File: config.mk
export PLATFORM = sky130hd
export DESIGN_NAME = fp32_mul_round_pack
export DESIGN_NICKNAME = d
export VERILOG_FILES = /design/src/rtl/fpu_mul_pkg.sv /design/src/rtl/rne_rounder.sv /design/src/rtl/fp32_mul_round_pack.sv
export SDC_FILE = /design/constraint.sdc
export NUM_CORES = 1
export LEC_CHECK = 0
export ABC_AREA = 1
export BUFFER_PORTS_ARGS = -buffer_cell sky130_fd_sc_hd__clkbuf_2
export CAP_MARGIN = 40
export CORE_ASPECT_RATIO = 1.2
export CORE_MARGIN = 3
export CORE_UTILIZATION = 45
export CTS_BUF_LIST = sky130_fd_sc_hd__clkbuf_8
export DETAILED_ROUTE_END_ITERATION = 16
export PLACE_DENSITY = 0.72
export REMOVE_ABC_BUFFERS = 1
export SLEW_MARGIN = 20
export SYNTH_ARGS = -nofsm -noshare
export SYNTH_HDL_FRONTEND = slang
export SYNTH_SLANG_ARGS = --single-unit
export TNS_END_PERCENT = 1
File: constraint.sdc
create_clock -name clk -period 2.92 [get_ports clk]
set_input_delay 0.584 -clock clk [delete_from_list [all_inputs] [get_ports clk]]
set_output_delay 0.584 -clock clk [all_outputs]
set_load 0.02 [all_outputs]
File: src/rtl/fpu_mul_pkg.sv
// Shared constants and stage records for the single-precision multiplier datapath.
package fpu_mul_pkg;

  localparam int D_WIDTH = 32;
  localparam int M_WIDTH = 23;
  localparam int E_WIDTH = 8;
  localparam int P_WIDTH = 2 * (M_WIDTH + 1);
  localparam int X_WIDTH = E_WIDTH + 2;

  localparam logic [D_WIDTH-1:0] QNAN = 32'h7FC00000;
  localparam int EXP_MAX = 255;
  localparam int BIAS    = 127;

  // Normalized but unrounded beat held between the two pipeline stages.
  typedef struct packed {
    logic               sign;
    logic [X_WIDTH-1:0] exp;
    logic [M_WIDTH-1:0] mant;
    logic               rnd;
    logic               sticky;
    logic               nan;
    logic               inf;
    logic               zero;
  } s1_t;

endpackage

File: src/rtl/rne_rounder.sv
// Round-to-nearest-even on a stored mantissa; shared with the adder path.
module rne_rounder #(
  parameter int M_WIDTH = 23
) (
  input  logic [M_WIDTH-1:0] mant,
  input  logic               rnd,
  input  logic               sticky,
  output logic [M_WIDTH-1:0] mant_r,
  output logic               carry,
  output logic               inexact
);

  logic inc;

  // Exact ties round up only when the kept LSB is odd.
  assign inc = rnd & (sticky | mant[0]);
  // An all-ones mantissa wraps to zero with carry, which is the required result.
  assign {carry, mant_r} = {1'b0, mant} + {{M_WIDTH{1'b0}}, inc};
  assign inexact = rnd | sticky;

endmodule

File: src/rtl/fp32_mul_round_pack.sv
// Two-stage normalize / round / pack for the binary32 multiplier, valid/ready on both sides.
module fp32_mul_round_pack
  import fpu_mul_pkg::*;
(
  input  logic               clk,
  input  logic               rst,
  input  logic               in_valid,
  output logic               in_ready,
  input  logic [P_WIDTH-1:0] prod_in,
  input  logic [X_WIDTH-1:0] exp_in,
  input  logic               sign_in,
  input  logic               nan_in,
  input  logic               inf_in,
  input  logic               zero_in,
  output logic               out_valid,
  input  logic               out_ready,
  output logic [D_WIDTH-1:0] result_out,
  output logic               overflow_out,
  output logic               underflow_out,
  output logic               inexact_out
);

  // Handshake: a beat moves across a boundary only on a cycle where valid and
  // ready are both high at the rising edge. Both stages shift together when
  // adv is high, so in_ready is just adv and depends only on the output side.
  logic adv;
  assign adv      = !out_valid | out_ready;
  assign in_ready = adv;

  s1_t  s1_d, s1_q;
  logic s1_valid;

  always_comb begin
    s1_d      = '0;
    s1_d.sign = sign_in;
    s1_d.nan  = nan_in;
    s1_d.inf  = inf_in;
    s1_d.zero = zero_in;
    if (prod_in[P_WIDTH-1]) begin
      s1_d.mant   = prod_in[P_WIDTH-2 -: M_WIDTH];
      s1_d.rnd    = prod_in[P_WIDTH-M_WIDTH-2];
      s1_d.sticky = |prod_in[P_WIDTH-M_WIDTH-3:0];
      s1_d.exp    = exp_in + X_WIDTH'(1);
    end else begin
      s1_d.mant   = prod_in[P_WIDTH-3 -: M_WIDTH];
      s1_d.rnd    = prod_in[P_WIDTH-M_WIDTH-3];
      s1_d.sticky = |prod_in[P_WIDTH-M_WIDTH-4:0];
      s1_d.exp    = exp_in;
    end
  end

  logic [M_WIDTH-1:0] mant_r;
  logic               carry, rnd_inexact;

  rne_rounder #(.M_WIDTH(M_WIDTH)) u_rne_rounder (
    .mant    (s1_q.mant),
    .rnd     (s1_q.rnd),
    .sticky  (s1_q.sticky),
    .mant_r  (mant_r),
    .carry   (carry),
    .inexact (rnd_inexact)
  );

  logic [X_WIDTH-1:0] exp_r;
  logic [D_WIDTH-1:0] res_d;
  logic               ovf_d, unf_d, inx_d;

  assign exp_r = s1_q.exp + {{(X_WIDTH-1){1'b0}}, carry};

  // Specials win over arithmetic; range check is signed in the wide exponent.
  always_comb begin
    res_d = '0;
    ovf_d = 1'b0;
    unf_d = 1'b0;
    inx_d = 1'b0;
    if (s1_q.nan) begin
      res_d = QNAN;
    end else if (s1_q.inf) begin
      res_d = {s1_q.sign, {E_WIDTH{1'b1}}, {M_WIDTH{1'b0}}};
    end else if (s1_q.zero) begin
      res_d = {s1_q.sign, {(D_WIDTH-1){1'b0}}};
    end else if ($signed(exp_r) >= $signed(X_WIDTH'(EXP_MAX))) begin
      res_d = {s1_q.sign, {E_WIDTH{1'b1}}, {M_WIDTH{1'b0}}};
      ovf_d = 1'b1;
      inx_d = 1'b1;
    end else if ($signed(exp_r) <= $signed(X_WIDTH'(0))) begin
      res_d = {s1_q.sign, {(D_WIDTH-1){1'b0}}};
      unf_d = 1'b1;
      inx_d = 1'b1;
    end else begin
      res_d = {s1_q.sign, exp_r[E_WIDTH-1:0], mant_r};
      inx_d = rnd_inexact;
    end
  end

  always_ff @(posedge clk or posedge rst) begin
    if (rst) begin
      s1_valid      <= 1'b0;
      s1_q          <= '0;
      out_valid     <= 1'b0;
      result_out    <= '0;
      overflow_out  <= 1'b0;
      underflow_out <= 1'b0;
      inexact_out   <= 1'b0;
    end else if (adv) begin
      s1_valid      <= in_valid;
      s1_q          <= s1_d;
      out_valid     <= s1_valid;
      result_out    <= res_d;
      overflow_out  <= ovf_d;
      underflow_out <= unf_d;
      inexact_out   <= inx_d;
    end
  end

endmodule
==> impl_metrics.tcl <==
set metrics [dict create \
    n_fill_cell 802 \
    worstMarginPinSlew_ps 558 \
    max_stage_delay_ps 360 \
    max_slew_margin_pct 62.8 \
    die_w_um 94.3 \
    placed_cell_area_um2 5020 \
    clockBufferDepth 2 \
    drt_pass1_iterations 5 \
    setup_viol 34 \
    vias 4281 \
    violations "setup timing" \
    hpwl_um 8700 \
    most-common-layout-cells "nand2_1 (143), clkbuf_2 (102), dfrtp_1 (76), inv_1 (49), a21oi_1 (40)" \
    grtUsageTotal_pct 23.0 \
    min_period_over_period_pct 108 \
    final_hold_viol_count 0 \
    cp_max_fo 7 \
    cpMostUsedCell "nor2_4" \
    cts_buffers 9 \
    critPathKind "reg -> reg" \
    wl_um 12300 \
    fin_skew_ps 8.99 \
    area_delta_synth_final_pct 32.7 \
    ant_nets 0 \
    clkSinkCount 76 \
    overflow 0 \
    io_buffer_count 102 \
    final_util_pct 61.6 \
    synth_area_leaders "dfrtp_1 (45%), nand2_1 (14%), a21oi_1 (5.2%)" \
    crit_path_end_kind "register" \
    worst_path_max_delay_cell "dfrtp_1" \
    drive_gt1_share_pct 32.5 \
    min_period_ps 3160 \
    drt_iter0_drc 273 \
    hold_slack_ps 200 \
    powerDensity_nw_per_um2 563 \
    htreeDepth 3 \
    io_pins 103 \
    start_kind "register" \
    place_congestion 0.874 \
    max_freq_mhz 316 \
    finalWorstSetupSlack_ps -241 \
    fin_nets 752 \
    syn_area_um2 4210 \
    power_w 0.00315 \
    critPathRequiredTime_ps 3180 \
    ys.flop_type "dfrtp_1" \
    antenna_found_initial 0 \
    avgSynthCellArea_um2 7.75 \
    start_util_pct 46.4 \
    slew_viol_final 0 \
    critical_path.top_delay_family "simple AND/OR/NAND/NOR gates" \
    routed_via_density 5.31 \
    die_h_um 112 \
    antenna_cells 0 \
    peakVddDrop_mv 0.240 \
    core_um2 9080 \
    min_path_type "in -> async" \
    clock_latency_ps 370 \
    drc 0 \
    dieArea_um2 10600 \
    maxCapViolations 0 \
    synthArstFlopShare_pct 100 \
    row_count 38 \
    grt_pass1_wl_um 19300 \
    outcome "finished with violations" \
    cp_num_cells 21 \
    grt_pass1_vias 4212 \
    clk_pin_slew_ps 80 \
    synth_edf_count 0 \
    yosys.area.top_type "dfrtp_1" \
    rsz0062_at_grt "true" \
    crit_buf_inv 4 \
    finalInstanceArea_um2 5590 \
    yosys_warnings 0 \
    ff2ff_path_depth 21 \
    cts_tree "yes" \
    syn_inst 544 \
    p_leak_nw 2.85 \
    mostFrequentLayoutCell "nand2_1" \
    grt_max_degree 57 \
    hold_buffers 0 \
    synth_top_area_share_pct 45.1 \
    cp.arrival_ps 3420 \
    cp_cell_sequence "inv_2 > a21oi_2 > ha_2 > nand3_4 > nor2_4 > nand4_4 > nor3_4 > nand2_1 > nor2_1 > ha_2 > buf_6 > nand2_4 > nor2_4 > nand2_2 > nor2_4 > xor2_2 > inv_2 > nand2_4 > inv_8 > nand2_8 > o21ai_1" \
    cts_root_buf "clkbuf_8" \
    ys_seq_area_share_pct 45.1 \
    wl_per_cell_um 15.3 \
    yosysUniqueCellTypes 37 \
    synth_seq_cells 76 \
]
final cells by class:
class	instances	area, um^2	share of cell area [%]
clock buffers	9	124	2.22
clock inverters	7	116	2.08
inverters	57	221	3.96
multi-input cells	395	2240	40.0
flip-flops and latches	76	1900	34.0
well taps	120	150	2.69
repair buffers	141	835	14.9
repair inverters	1	7.51	0.134
stage by stage:
step | worst slack, ps | TNS [ps] | std cells
floorplan | -2040 | -91630 | 525
global placement | -111 | -1510 | 773
detailed placement | -234 | -4980 | 774
CTS | -180 | -4660 | 792
global route | -452 | -14040 | 806
finish | -241 | -7100 | 806
flip-flops by register name, summed over array words and instances, names as in the netlist:
| register | cells |
|---|---|
| result_out | 32 |
| s1_valid | 1 |
| s1_q | 39 |
| overflow_out | 1 |
| inexact_out | 1 |
| underflow_out | 1 |
| out_valid | 1 |
power breakdown:
| part | switching [W] | internal (W) |
|---|---|---|
| clock network | 0.000421 | 0.000566 |
| logic | 0.000539 | 0.000314 |
| registers | 0.000122 | 0.00118 |
| total | 0.00108 | 0.00206 |
worst paths after layout:
kind | slack [ps] | startpoint | end
worst max register to register | -240 | s1_q[5]$_DFFE_PP0P_ | result_out[21]$_DFFE_PP0P_
worst max-delay path | -240 | s1_q[5]$_DFFE_PP0P_ | result_out[21]$_DFFE_PP0P_
min in group clk | 410 | nan_in | s1_q[2]$_DFFE_PP0P_
worst min register to register | 460 | s1_valid$_DFFE_PP0P_ | out_valid$_DFFE_PP0P_
worst min-delay path | 200 | rst | s1_q[25]$_DFFE_PP0P_
max in group asynchronous | 2070 | rst | s1_q[34]$_DFFE_PP0P_
cell usage after synthesis (2+ instances only):
| master | instances |
|---|---|
| xor2_1 | 14 |
| nor3_1 | 10 |
| nand3b_1 | 2 |
| nor4_1 | 6 |
| nand2_2 | 3 |
| nor2_4 | 2 |
| dfrtp_1 | 76 |
| nor2_1 | 43 |
| o21ai_2 | 10 |
| nand4_1 | 6 |
| nand2_1 | 152 |
| xnor2_1 | 2 |
| nor2_2 | 5 |
| o21ai_1 | 2 |
| o21ai_0 | 25 |
| a21oi_1 | 44 |
| inv_2 | 4 |
| nand2_4 | 2 |
| ha_1 | 5 |
| buf_1 | 2 |
| inv_1 | 51 |
| o22ai_1 | 4 |
| nand3_1 | 28 |
| a22oi_1 | 18 |
| o211ai_1 | 2 |
| clkbuf_1 | 15 |
routing by layer:
layer | global-route usage, % | up-vias | share of wire [%]
met5 | 0 | - | 0
met4 | 10.7 | 0 | 3.2
met3 | 2.84 | 35 | 5.4
met2 | 41.3 | 167 | 54
met1 | 26.9 | 2018 | 38
li1 | - | 2061 | -
cell families after synthesis:
family	after synthesis	share of synthesized area (%)
buffers and inverters	76	7.13
and+or+nand+nor	265	28.1
adders and majority gates	5	1.48
DFF	76	45.1
xor gates and xnor gates	16	3.33
AOI/OAI and AO/OA	106	14.9
timing repair:
action,in CTS,in global routing
setup endpoints to repair,33,34
buffers inserted,1,12
gates cloned,1,3
endpoints found under the hold margin,0,0
gates resized for setup,4,51
pin swaps,2,29
Power figures use the tool's default switching activity.
